### src/rtl/mips_cpu_pkg.sv
// Shared definitions for the CPU fetch path: reset/halt constants, the
// PC sequencer state encoding and the branch-offset helper.
package mips_cpu_pkg;

  localparam logic [31:0] DEF_RESET_VECTOR = 32'hBFC0_0000;
  localparam logic [31:0] DEF_HALT_ADDR    = 32'h0000_0000;

  typedef enum logic [1:0] {
    RUN   = 2'd0,
    DELAY = 2'd1,
    HALT  = 2'd2
  } pc_state_t;

  // Branch offset: sign-extend the 16-bit immediate and scale to bytes.
  function automatic logic [31:0] sext_shift(input logic [15:0] imm);
    return {{14{imm[15]}}, imm, 2'b00};
  endfunction

endpackage

### src/rtl/mips_cpu_pc_target.sv
// Combinational redirect detection and target selection.
// Priority: register jump, then absolute jump, then taken branch.
module mips_cpu_pc_target
  import mips_cpu_pkg::*;
(
  input  logic [31:0] pc4,
  input  logic [31:0] instr,
  input  logic [31:0] reg_target,
  input  logic        branch,
  input  logic        branch_cond,
  input  logic        jump,
  input  logic        jump1,
  output logic        redirect,
  output logic [31:0] target
);

  // Opcode bits are the decoder's business; only the index/immediate is used here.
  logic unused_op;
  assign unused_op = ^instr[31:26];

  // Pick the redirect target by priority.
  always_comb begin
    redirect = 1'b0;
    target   = pc4;
    if (jump1) begin
      redirect = 1'b1;
      target   = reg_target;
    end else if (jump) begin
      redirect = 1'b1;
      target   = {pc4[31:28], instr[25:0], 2'b00};
    end else if (branch && branch_cond) begin
      redirect = 1'b1;
      target   = pc4 + sext_shift(instr[15:0]);
    end
  end

endmodule

### src/rtl/mips_cpu_pc_fetch.sv
// Program counter and fetch sequencer with a single branch delay slot.
// A taken redirect latches its target, the next sequential instruction
// (delay slot) executes, then the PC moves to the latched target. A
// committed target of HALT_ADDR, or a misaligned register target, halts
// the sequencer until reset.
module mips_cpu_pc_fetch
  import mips_cpu_pkg::*;
#(
  parameter logic [31:0] RESET_VECTOR = DEF_RESET_VECTOR,
  parameter logic [31:0] HALT_ADDR    = DEF_HALT_ADDR
) (
  input  logic        clk,
  input  logic        reset_n,
  input  logic        stall,
  output logic [31:0] instr_address,
  input  logic [31:0] instr_readdata,
  output logic [31:0] instr,
  input  logic        branch,
  input  logic        branch_cond,
  input  logic        jump,
  input  logic        jump1,
  input  logic [31:0] reg_target,
  output logic [31:0] link_addr,
  output logic        active,
  output logic        addr_error
);

  pc_state_t   state;
  logic [31:0] pc;
  logic [31:0] pending;
  logic [31:0] pc4;
  logic [31:0] pc8;
  logic        redirect;
  logic [31:0] target;
  logic        misaligned;

  assign pc4           = pc + 32'd4;
  assign pc8           = pc + 32'd8;
  assign instr_address = pc;
  assign instr         = instr_readdata;
  assign link_addr     = pc8;
  assign misaligned    = jump1 && (reg_target[1:0] != 2'b00);

  mips_cpu_pc_target u_target (
    .pc4         (pc4),
    .instr       (instr_readdata),
    .reg_target  (reg_target),
    .branch      (branch),
    .branch_cond (branch_cond),
    .jump        (jump),
    .jump1       (jump1),
    .redirect    (redirect),
    .target      (target)
  );

  // PC / delay-slot state machine; stall freezes every register.
  always_ff @(posedge clk) begin
    if (!reset_n) begin
      state      <= RUN;
      pc         <= RESET_VECTOR;
      pending    <= 32'h0;
      active     <= 1'b1;
      addr_error <= 1'b0;
    end else if (!stall) begin
      case (state)
        RUN: begin
          pc <= pc4;
          if (redirect) begin
            state <= DELAY;
            if (misaligned) begin
              // Bad register target: finish the delay slot, then halt.
              addr_error <= 1'b1;
              pending    <= HALT_ADDR;
            end else begin
              pending <= target;
            end
          end
        end
        DELAY: begin
          // Redirects in the delay slot are ignored.
          pc <= pending;
          if (pending == HALT_ADDR) begin
            state  <= HALT;
            active <= 1'b0;
          end else begin
            state <= RUN;
          end
        end
        HALT: begin
          pc     <= HALT_ADDR;
          active <= 1'b0;
        end
        default: begin
          state  <= HALT;
          pc     <= HALT_ADDR;
          active <= 1'b0;
        end
      endcase
    end
  end

endmodule

### config.mk
export PLATFORM = sky130hd
export DESIGN_NAME = mips_cpu_pc_fetch
export DESIGN_NICKNAME = d
export VERILOG_FILES = /design/src/rtl/mips_cpu_pkg.sv /design/src/rtl/mips_cpu_pc_target.sv /design/src/rtl/mips_cpu_pc_fetch.sv
export SDC_FILE = /design/constraint.sdc
export NUM_CORES = 1
export LEC_CHECK = 0
export CAP_MARGIN = 20
export CORE_MARGIN = 8
export CORE_UTILIZATION = 51
export CTS_CLUSTER_SIZE = 8
export DETAILED_ROUTE_END_ITERATION = 10
export PLACE_DENSITY = 0.94
export SETUP_SLACK_MARGIN = 0.4
export SLEW_MARGIN = 20
export SYNTH_ARGS = -nofsm -noshare
export SYNTH_HDL_FRONTEND = slang
export SYNTH_SLANG_ARGS = --single-unit
### constraint.sdc
create_clock -name clk -period 4.2 [get_ports clk]
set_input_delay 0.63 -clock clk [delete_from_list [all_inputs] [get_ports clk]]
set_output_delay 0.63 -clock clk [all_outputs]
set_load 0.005 [all_outputs]
=== Yosys cells after proc, flatten, opt, wreduce, memory -nomap -nowiden ===
Cells that the tools add are included.

* Bits in read-only memories: 0
* Bits of input ports: 71
* Bits in writable memories: 0
* Latch bits: 0
* Logic and storage cells: 37
* Register bits: 68
* Memories: 0

* Bitwise gates (word level): 3
* Reduce and logical (&&, ||, !) cells: 9
* Muxes and demuxes: 13
* $add $sub $neg: 3
* Equality and inequality tests: 4
* Divide/modulo/power cells: 0
* Magnitude comparators: 0
* Shifts and indexed selects: 0
* Multipliers: 0

{| class="wikitable"
|+ Operators with widths
! cell !! number
|-
| 2-to-1 mux 32 bit || 4
|-
| one-hot mux 32 bit (2 select lines) || 1
|-
| adder 32 x 3 -> 32 bit (second input constant) || 1
|-
| adder 32 bit || 1
|-
| adder 32 x 4 -> 32 bit (second input constant) || 1
|-
| logical NOT 32 bit || 1
|-
| AND reduction 3 bit || 3
|-
| one-hot mux 2 bit (3 select lines) || 1
|-
| 2-to-1 mux 1 bit || 4
|-
| 2-to-1 mux 2 bit || 2
|-
| != test 2 bit (second input constant) || 2
|-
| AND reduction 4 bit || 1
|-
| NOT 1 bit || 3
|-
| == test 2 x 1 -> 1 bit (second input constant) || 1
|-
| == test 2 bit (second input constant) || 1
|-
| logical AND 1 bit || 2
|-
| logical NOT 2 bit || 1
|-
| one-hot mux 1 bit (2 select lines) || 1
|-
| nonzero test 2 bit || 1
|}

=== Depth between registers and ports, before layout ===
* Depth after elaboration: 6
* Mapped depth: 17

=== Modules after synthesis ===
Synthesis repeated with hierarchy kept, for this count alone.

* Cells, all modules: 905
* Area, all modules: 6582.6 µm²

{| class="wikitable"
|+ Modules (own cells, without submodules)
! module !! area an instance (µm²) !! cells each !! times used !! sequential area each (µm²)
|-
| mips_cpu_pc_fetch || 4362.9 || 585 || 1 || 1361.3
|-
| mips_cpu_pc_target || 2219.6 || 320 || 1 || 0.0
|}

=== Worst setup path after synthesis ===
No wires, ideal clock.

* Kind: flip-flop to flip-flop
* Start point: register pc[4] (netlist: instr_address[4])
* End point: register pending[31]
* Required time: 4.082 ns
* Period minus slack after synthesis: 3.654 ns
* Cell stages (with the launch flop): 17
* Setup time: 0.118 ns
* Arrival: 3.536 ns
* Slack: 0.546 ns
* Cell sequence: dfxtp_1 -> ha_1 -> nand4_2 -> nor4_4 -> and2_4 -> nand2_1 -> xnor2_2 -> ha_1 -> o21ai_0 -> o21ai_0 -> a31o_2 -> a21oi_1 -> o21a_1 -> a31oi_1 -> or3_1 -> o211ai_1 -> nor2_1

* Longest elaborated chain between the ends: 6

{| class="wikitable"
|+ Ends and longest elaborated chain
! element !! line !! text
|-
| start: declaration || mips_cpu_pc_fetch.sv:29 || <nowiki>logic [31:0] pc;</nowiki>
|-
| start signal: assignment || mips_cpu_pc_fetch.sv:67 || <nowiki>pc <= pc4;</nowiki>
|-
| start signal: assignment || mips_cpu_pc_fetch.sv:81 || <nowiki>pc <= pending;</nowiki>
|-
| adder 32 x 3 -> 32 bit * || mips_cpu_pc_fetch.sv:37 || <nowiki>assign pc4 = pc + 32'd4;</nowiki>
|-
| adder 32 bit || mips_cpu_pc_target.sv:33 || <nowiki>target = pc4 + sext_shift(instr[15:0]);</nowiki>
|-
| 2-to-1 mux 32 bit || mips_cpu_pc_target.sv:31 || <nowiki>end else if (branch && branch_cond) begin</nowiki>
|-
| 2-to-1 mux 32 bit * || mips_cpu_pc_target.sv:28 || <nowiki>end else if (jump) begin</nowiki>
|-
| 2-to-1 mux 32 bit * || mips_cpu_pc_target.sv:25 || <nowiki>if (jump1) begin</nowiki>
|-
| 2-to-1 mux 32 bit * || mips_cpu_pc_fetch.sv:70 || <nowiki>if (misaligned) begin</nowiki>
|-
| end signal: assignment || mips_cpu_pc_fetch.sv:75 || <nowiki>pending <= target;</nowiki>
|-
| end: declaration || mips_cpu_pc_fetch.sv:30 || <nowiki>logic [31:0] pending;</nowiki>
|}

Every way passes the cells marked *; elsewhere a longest branch is shown, timed or not.
A chain may end at the register's enable or synchronous reset.

=== Worst setup path after layout ===
* Start point: register pc[9] (netlist: instr_address[9])
* End point: register pending[30]

The elaborated chain is that of the path after synthesis.

==> flow_summary.yaml <==
placed_design:
  io_buffers: 156
  dp_cells: 1196
  dp_hpwl_mm: 18.2
  place_congestion: 0.958
  dpl_cell_area_mm2: 0.00828
worst_setup_path:
  worst-path-buf-inv: 2
  reg2reg_to: "pending[30]$_SDFFE_PN0P_"
  critPathLaunch: "instr_address[9]$_SDFFE_PN0N_"
  cp-end-kind: "flip-flop"
  required_ns: 4.44
  critical_path_class: "flip-flop to flip-flop"
  cp_data_arrival_time_ns: 3.96
  cp_cell_sequence: "buf_4, nand4_2, nor3_1, nand4_1, xor2_2, inv_1, ha_1, a21o_1, o21bai_1, a31oi_1, o31a_1, o21ai_2, a2111oi_4, mux2i_1, a21oi_1"
  r2r-start: "instr_address[9]$_SDFFE_PN0N_"
  regToRegSetupSlack_ns: 0.48
  r2r_cells: 15
  cpPeakStageDelay_ns: 0.43
  start_kind: "flip-flop"
  slowest_stage: "dfxtp_1"
  path_delay_family: "compound AO/OA/AOI/OAI gates"
  cp_max_fo: 7
timing:
  finalHoldViolations: 0
  fin_skew_ns: 0.00895
  worst_slew_pin_slew_ns: 1.02
  setup_viol_count_final: 0
  relSlewSlack_pct: 32.0
  maxSlewViolCount: 0
  max_freq_mhz: 269
  fin_crit_ns: 3.72
  rsz0062_at_grt: "true"
  tns_ns: 0
  period_share_pct: 88.6
floorplanning:
  fp.dieH_um: 131
  rows: 42
  core_region_area_mm2: 0.0131
  die_width_um: 131
  initial_utilization_pct: 51.5
  num_io_pins: 169
  die_area_mm2: 0.0171
synthesis:
  synth_top_area_share_pct: 20.2
  synth_common_cells: "nand2_1 (116), a21oi_1 (75), nor2_1 (75)"
  synth_most_common_cell: "nand2_1"
  synth_cell_types: 76
  ys.flop_type: "dfxtp_1"
  synth_edf_count: 0
  netlist_top_cells_area: "dfxtp_1 (20%), xnor2_1 (6.9%), ha_1 (6.5%), nand2_1 (6.5%), a21oi_1 (5.6%)"
  synthArstFlopShare_pct: 0
  ys.warnings.count: 0
  synth_seq_area_share_pct: 20.2
  syn-mean-instance-area_um2: 7.30
  netlist_instances: 923
  mappedNetlistArea_mm2: 0.00674
  synth-seq-cells: 68
  netlist.top_cell.by_area: "dfxtp_1"
  synth_fp_nets: 1030
route:
  drt_iter0_drc: 1230
  routed_wl_mm: 25.1
  viasPerCell: 6.46
  num_vias: 7844
  drc: 0
  ant_nets: 0
  firstDrtPassIters: 6
  wire_per_inst_um: 20.6
finish:
  fin_nets: 1140
  final_layout_size_suffix_gt1_share_pct: 12.3
  syn_to_final_growth_pct: 30.9
  finalInstanceArea_mm2: 0.00881
  finalCoreUtilization_pct: 67.4
  multi_input_comb_area_mm2: 0.00498
  num_antenna_cells: 0
  final_cells: 1214
  fillCellCount: 1015
  ff_latch_area_mm2: 0.00137
global_route:
  grtUsageTotal_pct: 27.9
  grt_max_degree: 56
  grt.overflow.total: 0
  antenna_found_initial: 0
  grt_pass1_vias: 7267
  grt_pass1_wl_mm: 37.4
clock_tree:
  cts_root_buf: "clkbuf_16"
  cts_hold_buf: 0
  cts_sinks: 68
  cts_tree: "yes"
  cts_buffers: 9
  htreeDepth: 3
  clkTransAtPathRegs_ns: 0.06
  clock_path_buffers: 2
  clkLatencyLatePin_ns: 0.35
pwr:
  swShare_pct: 34.1
  p_seq_share_pct: 33.7
  p_per_area_mw_per_mm2: 246
  power.share.combinational_pct: 33.5
  p_sw_w: 0.000740
  clkPwrFrac_pct: 32.9
  max-vdd-ir-drop_v: 0.000207
  power.leakage_nw: 3.38
  p_int_w: 0.00143
hold_path:
  worstHoldEndpoint: "addr_error$_SDFFE_PN0P_"
  worstHoldStart: "addr_error$_SDFFE_PN0P_"
  whs_path_depth: 2
  hold_path.class: "flip-flop to flip-flop"
status:
  status: "complete, no violations"
job:
  drv_cap: 0
-- layer usage --
| layer | routed length, um | GRT usage [%] | vias to the layer above |
|---|---|---|---|
| met5 | 0 | 0 | - |
| met1 | 9010 | 33.2 | 3603 |
| li1 | - | - | 3496 |
| met4 | 1360 | 14.9 | 0 |
| met2 | 11600 | 45.6 | 631 |
| met3 | 3050 | 6.78 | 114 |
-- logic make-up after synthesis --
| logic type | Yosys count | share of synthesized area, % |
|---|---|---|
| compound gates | 272 | 26.5 |
| xor+xnor | 79 | 10.8 |
| fa+ha+maj | 36 | 6.80 |
| buf+inv | 123 | 9.34 |
| flops | 68 | 20.2 |
| mux | 16 | 2.43 |
| simple gates | 329 | 24.0 |
-- power groups by stage --
| stage | Clock [W] | Sequential, W | Combinational, W |
|---|---|---|---|
| 2_1_floorplan | 0 | 0.000723 | 0.000431 |
| 3_3_place_gp | 0 | 0.000736 | 0.000672 |
| 5_1_grt | 0.000740 | 0.000732 | 0.000778 |
| 6_report | 0.000713 | 0.000730 | 0.000725 |
| 3_5_place_dp | 0 | 0.000738 | 0.000683 |
| 4_1_cts | 0.000712 | 0.000725 | 0.000692 |
-- what timing repair did --
item                                   4_1_cts  5_1_grt
setup endpoints to repair                    6       11
endpoints found under the hold margin        0        0
buffers inserted                             0        2
pin swaps                                    0        3
gates resized for setup                      8       39
-- registers in the layout, summed over array words and instances (netlist names) --
register / cells
instr_address: 32
pending: 32
state: 2
active: 1
addr_error: 1
-- metrics by stage --
stage | hold slack, ns | worst slack, ns | power [W]
2_1_floorplan | 0.445 | 0.546 | 0.00115
5_1_grt | 0.522 | 0.315 | 0.00225
3_5_place_dp | 0.475 | 0.289 | 0.00142
3_3_place_gp | 0.454 | 0.359 | 0.00141
4_1_cts | 0.489 | 0.419 | 0.00213
6_report | 0.490 | 0.479 | 0.00217
-- layout by cell type (no fill, tap or decap), drive strengths merged, types with 4 or more instances in the layout --
| cell type | instances |
|---|---|
| buf | 41 |
| a221oi | 6 |
| o22ai | 4 |
| a22oi | 20 |
| or3 | 4 |
| a21oi | 77 |
| mux2i | 13 |
| o211ai | 21 |
| xor2 | 23 |
| nand3 | 36 |
| clkinvlp | 4 |
| nand2 | 117 |
| a222oi | 4 |
| and2 | 5 |
| o21bai | 4 |
| dfxtp | 68 |
| nor2 | 77 |
| nand3b | 6 |
| a22o | 8 |
| o21a | 6 |
| a211oi | 5 |
| a221o | 4 |
| a31oi | 15 |
| xnor2 | 56 |
| clkdlybuf4s50 | 156 |
| nor2b | 9 |
| nor3 | 21 |
| and3 | 10 |
| nand4 | 14 |
| nand2b | 10 |
| inv | 24 |
| nor4 | 11 |
| clkbuf | 10 |
| o21ai | 68 |
| a21o | 11 |
| ha | 35 |
-- worst min-delay path: stages, from the launching register on --
cell and delay (ns):
dfxtp_1 0.34, a31oi_1 0.05, nor2_1 0.07
-- worst max path at each step --
stage,end,slack [ns],cells after the start
2_1_floorplan,pending[31]$_SDFFE_PN0P_,0.55,16
3_3_place_gp,pending[31]$_SDFFE_PN0P_,0.36,15
3_5_place_dp,pending[29]$_SDFFE_PN0P_,0.29,16
4_1_cts,pending[31]$_SDFFE_PN0P_,0.42,16
5_1_grt,pending[31]$_SDFFE_PN0P_,0.31,16
6_report,pending[30]$_SDFFE_PN0P_,0.48,15
-- final cells by class --
cell class | count | area share (%)
multi-input cells | 732 | 56.5
repair buffers | 197 | 21.2
flip-flops and latches | 68 | 15.5
clock buffers | 10 | 2.71
well taps | 176 | 2.50
inverters | 25 | 1.06
clock inverters | 6 | 0.454
Note: power is estimated with default switching activity, not from simulation.
